**src/rtl/mips_decode_alu.sv**
```systemverilog
// Single-cycle MIPS decode/execute slice: main + ALU-control decode, immediate
// extension, operand-B select and 32-bit ALU, all outputs registered once.
module mips_decode_alu (
  input  logic        clk,
  input  logic        reset,
  input  logic        stall,
  input  logic [31:0] instr,
  input  logic [31:0] rs_data,
  input  logic [31:0] rt_data,
  output logic [31:0] alu_result,
  output logic        zero,
  output logic        overflow,
  output logic        branch_taken,
  output logic [4:0]  write_reg,
  output logic [31:0] store_data,
  output logic        reg_write,
  output logic        mem_read,
  output logic        mem_write,
  output logic        mem_to_reg,
  output logic        branch,
  output logic        jump,
  output logic [3:0]  alu_ctl
);

  localparam logic [5:0] OP_RTYPE = 6'b000000;
  localparam logic [5:0] OP_LW    = 6'b100011;
  localparam logic [5:0] OP_SW    = 6'b101011;
  localparam logic [5:0] OP_BEQ   = 6'b000100;
  localparam logic [5:0] OP_ADDI  = 6'b001000;
  localparam logic [5:0] OP_ORI   = 6'b001101;
  localparam logic [5:0] OP_J     = 6'b000010;

  localparam logic [3:0] CTL_AND  = 4'b0000;
  localparam logic [3:0] CTL_OR   = 4'b0001;
  localparam logic [3:0] CTL_ADD  = 4'b0010;
  localparam logic [3:0] CTL_XOR  = 4'b0011;
  localparam logic [3:0] CTL_SUB  = 4'b0110;
  localparam logic [3:0] CTL_SLT  = 4'b0111;
  localparam logic [3:0] CTL_NOR  = 4'b1100;
  localparam logic [3:0] CTL_NONE = 4'b1111;

  typedef struct packed {
    logic       reg_dst;
    logic       alu_src;
    logic       mem_to_reg;
    logic       reg_write;
    logic       mem_read;
    logic       mem_write;
    logic       branch;
    logic [1:0] alu_op;
    logic       jump;
    logic       sign_zero;
  } ctrl_t;

  logic [5:0]  opcode;
  logic [4:0]  rt_idx;
  logic [4:0]  rd_idx;
  logic [15:0] imm;
  logic [5:0]  funct;
  logic        unused_rs_idx;

  assign opcode        = instr[31:26];
  assign rt_idx        = instr[20:16];
  assign rd_idx        = instr[15:11];
  assign imm           = instr[15:0];
  assign funct         = instr[5:0];
  assign unused_rs_idx = ^instr[25:21];

  ctrl_t ctrl;

  always_comb begin
    ctrl = '0;
    unique case (opcode)
      OP_RTYPE: begin
        ctrl.reg_dst   = 1'b1;
        ctrl.reg_write = 1'b1;
        ctrl.alu_op    = 2'b10;
      end
      OP_LW: begin
        ctrl.alu_src    = 1'b1;
        ctrl.mem_to_reg = 1'b1;
        ctrl.reg_write  = 1'b1;
        ctrl.mem_read   = 1'b1;
      end
      OP_SW: begin
        ctrl.alu_src   = 1'b1;
        ctrl.mem_write = 1'b1;
      end
      OP_BEQ: begin
        ctrl.branch = 1'b1;
        ctrl.alu_op = 2'b01;
      end
      OP_ADDI: begin
        ctrl.alu_src   = 1'b1;
        ctrl.reg_write = 1'b1;
      end
      OP_ORI: begin
        ctrl.alu_src   = 1'b1;
        ctrl.reg_write = 1'b1;
        ctrl.alu_op    = 2'b11;
        ctrl.sign_zero = 1'b1;
      end
      OP_J: ctrl.jump = 1'b1;
      default: ctrl = '0;
    endcase
  end

  logic [31:0] imm_ext;
  logic [31:0] op_b;

  assign imm_ext = ctrl.sign_zero ? {16'h0000, imm} : {{16{imm[15]}}, imm};
  assign op_b    = ctrl.alu_src ? imm_ext : rt_data;

  logic [3:0] ctl;

  always_comb begin
    ctl = CTL_ADD;
    unique case (ctrl.alu_op)
      2'b00: ctl = CTL_ADD;
      2'b01: ctl = CTL_SUB;
      2'b11: ctl = CTL_OR;
      2'b10: begin
        unique case (funct)
          6'b100000: ctl = CTL_ADD;
          6'b100010: ctl = CTL_SUB;
          6'b100100: ctl = CTL_AND;
          6'b100101: ctl = CTL_OR;
          6'b100110: ctl = CTL_XOR;
          6'b100111: ctl = CTL_NOR;
          6'b101010: ctl = CTL_SLT;
          default:   ctl = CTL_NONE;
        endcase
      end
      default: ctl = CTL_ADD;
    endcase
  end

  logic [31:0] sum;
  logic [31:0] diff;
  logic        lt_signed;
  logic [31:0] result;
  logic        ovf;

  assign sum       = rs_data + op_b;
  assign diff      = rs_data - op_b;
  assign lt_signed = $signed(rs_data) < $signed(op_b);

  // Overflow only exists for add/sub; every other op reports 0.
  always_comb begin
    result = 32'h0000_0000;
    ovf    = 1'b0;
    unique case (ctl)
      CTL_AND: result = rs_data & op_b;
      CTL_OR:  result = rs_data | op_b;
      CTL_XOR: result = rs_data ^ op_b;
      CTL_NOR: result = ~(rs_data | op_b);
      CTL_ADD: begin
        result = sum;
        ovf    = (rs_data[31] == op_b[31]) && (sum[31] != rs_data[31]);
      end
      CTL_SUB: begin
        result = diff;
        ovf    = (rs_data[31] != op_b[31]) && (diff[31] != rs_data[31]);
      end
      CTL_SLT: result = {31'b0, lt_signed};
      default: result = 32'h0000_0000;
    endcase
  end

  logic [31:0] alu_result_d, alu_result_q;
  logic        zero_d, zero_q;
  logic        overflow_d, overflow_q;
  logic        branch_taken_d, branch_taken_q;
  logic [4:0]  write_reg_d, write_reg_q;
  logic [31:0] store_data_d, store_data_q;
  logic        reg_write_d, reg_write_q;
  logic        mem_read_d, mem_read_q;
  logic        mem_write_d, mem_write_q;
  logic        mem_to_reg_d, mem_to_reg_q;
  logic        branch_d, branch_q;
  logic        jump_d, jump_q;
  logic [3:0]  alu_ctl_d, alu_ctl_q;

  // Hold is folded into the next-state so the flops only see reset and load.
  always_comb begin
    alu_result_d   = alu_result_q;
    zero_d         = zero_q;
    overflow_d     = overflow_q;
    branch_taken_d = branch_taken_q;
    write_reg_d    = write_reg_q;
    store_data_d   = store_data_q;
    reg_write_d    = reg_write_q;
    mem_read_d     = mem_read_q;
    mem_write_d    = mem_write_q;
    mem_to_reg_d   = mem_to_reg_q;
    branch_d       = branch_q;
    jump_d         = jump_q;
    alu_ctl_d      = alu_ctl_q;
    if (!stall) begin
      alu_result_d   = result;
      zero_d         = (result == 32'h0000_0000);
      overflow_d     = ovf;
      branch_taken_d = ctrl.branch & (result == 32'h0000_0000);
      write_reg_d    = ctrl.reg_dst ? rd_idx : rt_idx;
      store_data_d   = rt_data;
      reg_write_d    = ctrl.reg_write;
      mem_read_d     = ctrl.mem_read;
      mem_write_d    = ctrl.mem_write;
      mem_to_reg_d   = ctrl.mem_to_reg;
      branch_d       = ctrl.branch;
      jump_d         = ctrl.jump;
      alu_ctl_d      = ctl;
    end
  end

  always_ff @(posedge clk or posedge reset) begin
    if (reset) begin
      alu_result_q   <= '0;
      zero_q         <= 1'b0;
      overflow_q     <= 1'b0;
      branch_taken_q <= 1'b0;
      write_reg_q    <= '0;
      store_data_q   <= '0;
      reg_write_q    <= 1'b0;
      mem_read_q     <= 1'b0;
      mem_write_q    <= 1'b0;
      mem_to_reg_q   <= 1'b0;
      branch_q       <= 1'b0;
      jump_q         <= 1'b0;
      alu_ctl_q      <= '0;
    end else begin
      alu_result_q   <= alu_result_d;
      zero_q         <= zero_d;
      overflow_q     <= overflow_d;
      branch_taken_q <= branch_taken_d;
      write_reg_q    <= write_reg_d;
      store_data_q   <= store_data_d;
      reg_write_q    <= reg_write_d;
      mem_read_q     <= mem_read_d;
      mem_write_q    <= mem_write_d;
      mem_to_reg_q   <= mem_to_reg_d;
      branch_q       <= branch_d;
      jump_q         <= jump_d;
      alu_ctl_q      <= alu_ctl_d;
    end
  end

  assign alu_result   = alu_result_q;
  assign zero         = zero_q;
  assign overflow     = overflow_q;
  assign branch_taken = branch_taken_q;
  assign write_reg    = write_reg_q;
  assign store_data   = store_data_q;
  assign reg_write    = reg_write_q;
  assign mem_read     = mem_read_q;
  assign mem_write    = mem_write_q;
  assign mem_to_reg   = mem_to_reg_q;
  assign branch       = branch_q;
  assign jump         = jump_q;
  assign alu_ctl      = alu_ctl_q;

endmodule

```
**config.mk**
```make
export PLATFORM = sky130hd
export DESIGN_NAME = mips_decode_alu
export DESIGN_NICKNAME = d
export VERILOG_FILES = /design/src/rtl/mips_decode_alu.sv
export SDC_FILE = /design/constraint.sdc
export NUM_CORES = 1
export LEC_CHECK = 0
export CAP_MARGIN = 20
export CORE_AREA = 2 2 137 139
export DETAILED_ROUTE_END_ITERATION = 8
export DIE_AREA = 0 0 139 141
export PLACE_DENSITY_LB_ADDON = 0.25
export RECOVER_POWER = 25
export SETUP_SLACK_MARGIN = 0.5
export SLEW_MARGIN = 15
export SYNTH_ARGS = -nofsm -noshare
export SYNTH_HDL_FRONTEND = slang
export SYNTH_SLANG_ARGS = --single-unit
export TNS_END_PERCENT = 100
```
**constraint.sdc**
```tcl
create_clock -name clk -period 3.07 [get_ports clk]
set_input_delay 0.614 -clock clk [delete_from_list [all_inputs] [get_ports clk]]
set_output_delay 0.614 -clock clk [all_outputs]
set_load 0.02 [all_outputs]
```
==> run_results.csv, run 1 <==
group,metric,value,unit
run_status,toolErrorMsg,"[ERROR GRT-0232] Routing congestion too high. Check the congestion heatmap in the GUI.",
yosys,synth_seq_cells,81,
placed_design,io_buffer_count,175,
clock_tree,cts_buffers,9,
floorplanning,rows,50,
floorplanning,io_pins,181,
yosys,yosysUniqueCellTypes,104,
yosys,yosysWarnings,0,
floorplanning,die_x,139,um
placed_design,routabilityCongestion,1.09,
run_status,outcome,"did not finish",
yosys,synthCells,1210,
yosys,synthFlopType,"dfrtp_1",
yosys,syn_avg_cell_area,8.15,um2
yosys,synthArstFlopShare,100,%
grt,grt.total_usage,76.5,%
placed_design,dp.final_hpwl,34.9,mm
floorplanning,fp.dieH,141,um
grt,grt_max_degree,57,
clock_tree,cts_buffer_depth,2,
run_status,lastStage,"global routing (5_1_grt)",
placed_design,place_ws,-2.91,ns
timing,grt-worst-endpoint,"zero$_DFFE_PP0N_/D",
clock_tree,clock-sinks,81,
yosys,synth_edf_count,0,
timing,worst_endpoint_kind,"sequential cell input",
floorplanning,start_util,54.0,%
grt,grt_overflow,37,
clock_tree,hold_buffers,0,
yosys,ys_seq_area_share,20.5,%
clock_tree,root_buffer,"clkbuf_16",
yosys,synthesis.area,9870,um2
yosys,synth_fp_nets,1407,
clock_tree,htree_num_levels,3,
==> synth_stat cells, drive strengths merged (7+ instances only) <==
| master | count | area (um2) |
|---|---|---|
| a21oi | 112 | 576 |
| inv | 104 | 390 |
| nor2 | 99 | 379 |
| ha | 96 | 1200 |
| dfrtp | 81 | 2030 |
| nand2 | 80 | 305 |
| mux2 | 73 | 822 |
| o21ai | 65 | 325 |
| clkbuf | 44 | 265 |
| buf | 32 | 236 |
| nor3 | 28 | 145 |
| o31ai | 26 | 195 |
| o21a | 25 | 188 |
| nand3 | 23 | 115 |
| o211ai | 23 | 178 |
| a221oi | 22 | 199 |
| nand4 | 19 | 119 |
| a21o | 15 | 118 |
| nor4 | 15 | 121 |
| a211oi | 13 | 103 |
| xnor2 | 13 | 114 |
| nand2b | 12 | 75.1 |
| or3 | 12 | 81.3 |
| a31oi | 11 | 68.8 |
| mux2i | 11 | 110 |
| a221o | 10 | 101 |
| and3 | 10 | 65.1 |
| nor2b | 10 | 65.1 |
| o221ai | 9 | 85.1 |
| a211o | 8 | 70.1 |
| a32oi | 8 | 88.8 |
| and2 | 7 | 45.1 |
==> logic make-up after synthesis <==
logic type	share of synthesized area [%]
compound gates	29.2
simple gates	17.7
buf+inv	9.14
fa+ha+maj	12.6
mux	9.45
flops	20.5
xor+xnor	1.41
==> layer usage <==
layer | overflow | track usage, %
met5 | 0 | 28.1
met4 | 21 | 73.4
met1 | 0 | 77.1
met3 | 1 | 62.1
met2 | 15 | 93.2
==> what timing repair did <==
action	in CTS
setup buffers	56
pin swaps	65
resized for setup	146
setup endpoints to repair	35
==> per-stage QoR <==
step,area (um2),hold slack [ns],cells
2_1_floorplan,10300,0.591,1210
3_3_place_gp,15300,0.460,2007
3_5_place_dp,15300,0.467,2007
4_1_cts,16700,0.483,2079
==> inputs of run 2 (changes only) <==
- CORE_AREA: 2 2 137 139 -> 2 2 161 163
- DIE_AREA: 0 0 139 141 -> 0 0 163 165
- PLACE_DENSITY_LB_ADDON: 0.25 -> 0.15
- SETUP_SLACK_MARGIN: 0.5 -> default
==> run_results.csv, run 2 <==
group,metric,value,unit
clock_tree,cts_buffer_depth,2,
placed_design,dp.final_hpwl,35.1,mm
timing,report.final.hold_viol_count,0,
route,first_pass_iters,8,
grt,grt.total_usage,32.5,%
final_layout,fill_cells,2097,
route,drt-vias-per-instance,5.65,
setup_path,required,3.36,ns
final_layout,area_growth,72.5,%
final_layout,drive_gt1_share,43.4,%
yosys,synthFlopType,"dfrtp_1",
grt,grt_max_degree,46,
power_and_ir_drop,power.leakage,7.71,nW
route,dr.first_iter.drc_count,1170,
yosys,synthesis.area,9870,um2
power_and_ir_drop,ir_drop,0.234,mV
route,final_antenna_net_count,0,
timing,fin_crit,5.11,ns
final_layout,stdcell_count,2168,
grt,grt_pass1_vias,12000,
floorplanning,fp.dieH,165,um
timing,setup_viol,34,
run,maxCapViolCount,1,
yosys,synth_top_cells_by_area,"dfrtp_1, ha_1, mux2_2",
final_layout,most-common-layout-cells,"buf_4, clkdlybuf4s50_1, nor2_1",
timing,skew,0,ns
clock_tree,cts.clk_slew.worst_paths,0.07,ns
run_status,failed_checks,"capacitance limit, slew limit, setup timing",
clock_tree,root_buffer,"clkbuf_16",
placed_design,dpl.cell_count,2103,
final_layout,final_nets,2029,
clock_tree,htree_num_levels,3,
run_status,outcome,"finished, violations left",
route,routed_wl,44.3,mm
placed_design,io_buffer_count,175,
floorplanning,die_x,163,um
setup_path,worstSetupEndpointType,"flop",
grt,antenna_found_initial,0,
route,vias,12200,
yosys,yosysWarnings,0,
yosys,synth_fp_nets,1407,
yosys,yosysUniqueCellTypes,104,
yosys,synth_seq_cells,81,
grt,grt_first_pass_wirelength,67.0,mm
final_layout,layout_commonest_cell,"buf_4",
yosys,synth_edf_count,0,
grt,grt_overflow,0,
clock_tree,cts_buffers,9,
placed_design,routabilityCongestion,0.983,
yosys,yosysMostFrequentCell,"a21oi_1",
yosys,yosysTopAreaCell,"dfrtp_1",
route,wl_per_cell,20.4,um
timing,finalMaxSlewViolations,37,
clock_tree,cts_tree,"done",
yosys,synthCells,1210,
timing,rsz0062_at_grt,"yes",
yosys,synth_top_area_share,20.5,%
clock_tree,clock_latency,0.36,ns
clock_tree,clock-sinks,81,
floorplanning,die_area,26900,um2
yosys,syn_avg_cell_area,8.15,um2
timing,maxSlewHeadroom,-18.5,%
min_path,hold_path_class,"reg -> reg",
clock_tree,hold_buffers,0,
setup_path,crit_arrival,5.40,ns
timing,fin_crit_sh,166,%
timing,worst_slack,-2.04,ns
yosys,synthArstFlopShare,100,%
setup_path,worstSetupPathType,"in -> reg",
floorplanning,core,25000,um2
yosys,synth_commonest_cells,"a21oi_1, inv_1, nor2_1",
yosys,ys_seq_area_share,20.5,%
timing,tightest_slew,1.77,ns
placed_design,place_ws,-2.92,ns
route,drc_errors,0,
setup_path,crit_fanout,4,
floorplanning,io_pins,181,
power_and_ir_drop,power_density,365,nW/um2
floorplanning,rows,58,
timing,fmax,196,MHz
setup_path,cp-start-kind,"input pin",
floorplanning,start_util,39.4,%
run 2: cell type report:
class	count	area, um2	area share (%)
antenna	1	2.50	0.0147
clock buffer	10	239	1.40
clock inverter	6	91.3	0.536
inverter	104	404	2.37
multi-input combinational	948	8070	47.4
sequential	81	2030	11.9
tap	330	413	2.43
timing repair buffer	688	5780	34.0
run 2: kinds of logic (layout without fill, tap and decap cells):
group | Yosys count | count (layout) | share of synthesized area, %
buffers and inverters | 181 | 808 | 9.14
xor gates and xnor gates | 15 | 15 | 1.41
DFF | 81 | 81 | 20.5
adders and majority gates | 98 | 98 | 12.6
muxes | 84 | 84 | 9.45
AOI/OAI and AO/OA | 411 | 411 | 29.2
other | 0 | 1 | 0
and+or+nand+nor | 340 | 340 | 17.7
run 2: routing by layer:
metal,vias up,global-route usage (%),share of wire (%)
li1,5722,-,-
met1,5877,43.5,43
met2,541,51.3,45
met3,102,6.03,7.9
met4,0,13.8,4.1
met5,-,0,0
run 2: final timing paths:
path / start / to / slack, ns / depth (start not counted)
worst min-delay path: reg_write$_DFFE_PP0N_ / reg_write$_DFFE_PP0N_ / 0.48 / 1
worst max-delay path: instr[31] / branch_taken$_DFFE_PP0N_ / -2.04 / 22
max in group asynchronous: reset / store_data[20]$_DFFE_PP0N_ / 1.04 / 3
min in group asynchronous: reset / store_data[2]$_DFFE_PP0N_ / 1.13 / 2
worst min register to register: reg_write$_DFFE_PP0N_ / reg_write$_DFFE_PP0N_ / 0.48 / 1
worst max register to register: store_data[14]$_DFFE_PP0N_ / store_data[14]$_DFFE_PP0N_ / 2.30 / 1
run 2: worst max-delay path, cell delays in order:
cell,delay [ns]
buf_6,0.09
or3_4,0.39
nor2_4,0.10
nand2_2,0.07
a21oi_4,0.16
inv_2,0.07
nand2_4,0.12
mux2_4,0.34
buf_6,0.13
ha_4,0.16
fa_2,0.41
a211oi_4,0.35
buf_4,0.16
o21a_1,0.17
or4b_4,0.18
a32oi_4,0.11
a221o_1,0.33
a211o_1,0.28
or4_4,0.44
nor4_4,0.27
and4_1,0.26
a32o_1,0.17
run 2: through the flow:
step	TNS (ns)	util, %	hold slack, ns	total power [mW]	area (um2)
global placement	-66.85	61.5	0.464	4.48	15400
global route	-46.08	68.0	0.498	6.51	17000
CTS	-40.81	66.5	0.485	6.06	16600
finish	-43.20	68.0	0.480	6.21	17000
floorplan	-38.19	-	0.591	2.86	10300
detailed placement	-68.28	61.5	0.469	4.51	15400
run 2: repair_timing:
action                                  CTS  global route
endpoints found under the setup margin   35            35
buffers inserted                         41            19
hold endpoints to repair                  0             0
gates resized for setup                 155            62
cloned                                    0             0
pin swaps                                77            57
run 2: power breakdown:
group          internal [mW]  switching [mW]  total (mW)
registers               1.22          0.0803        1.30
logic                   1.88            1.76        3.64
clock network          0.738           0.529        1.27
Note: power is estimated with default switching activity, not from simulation.
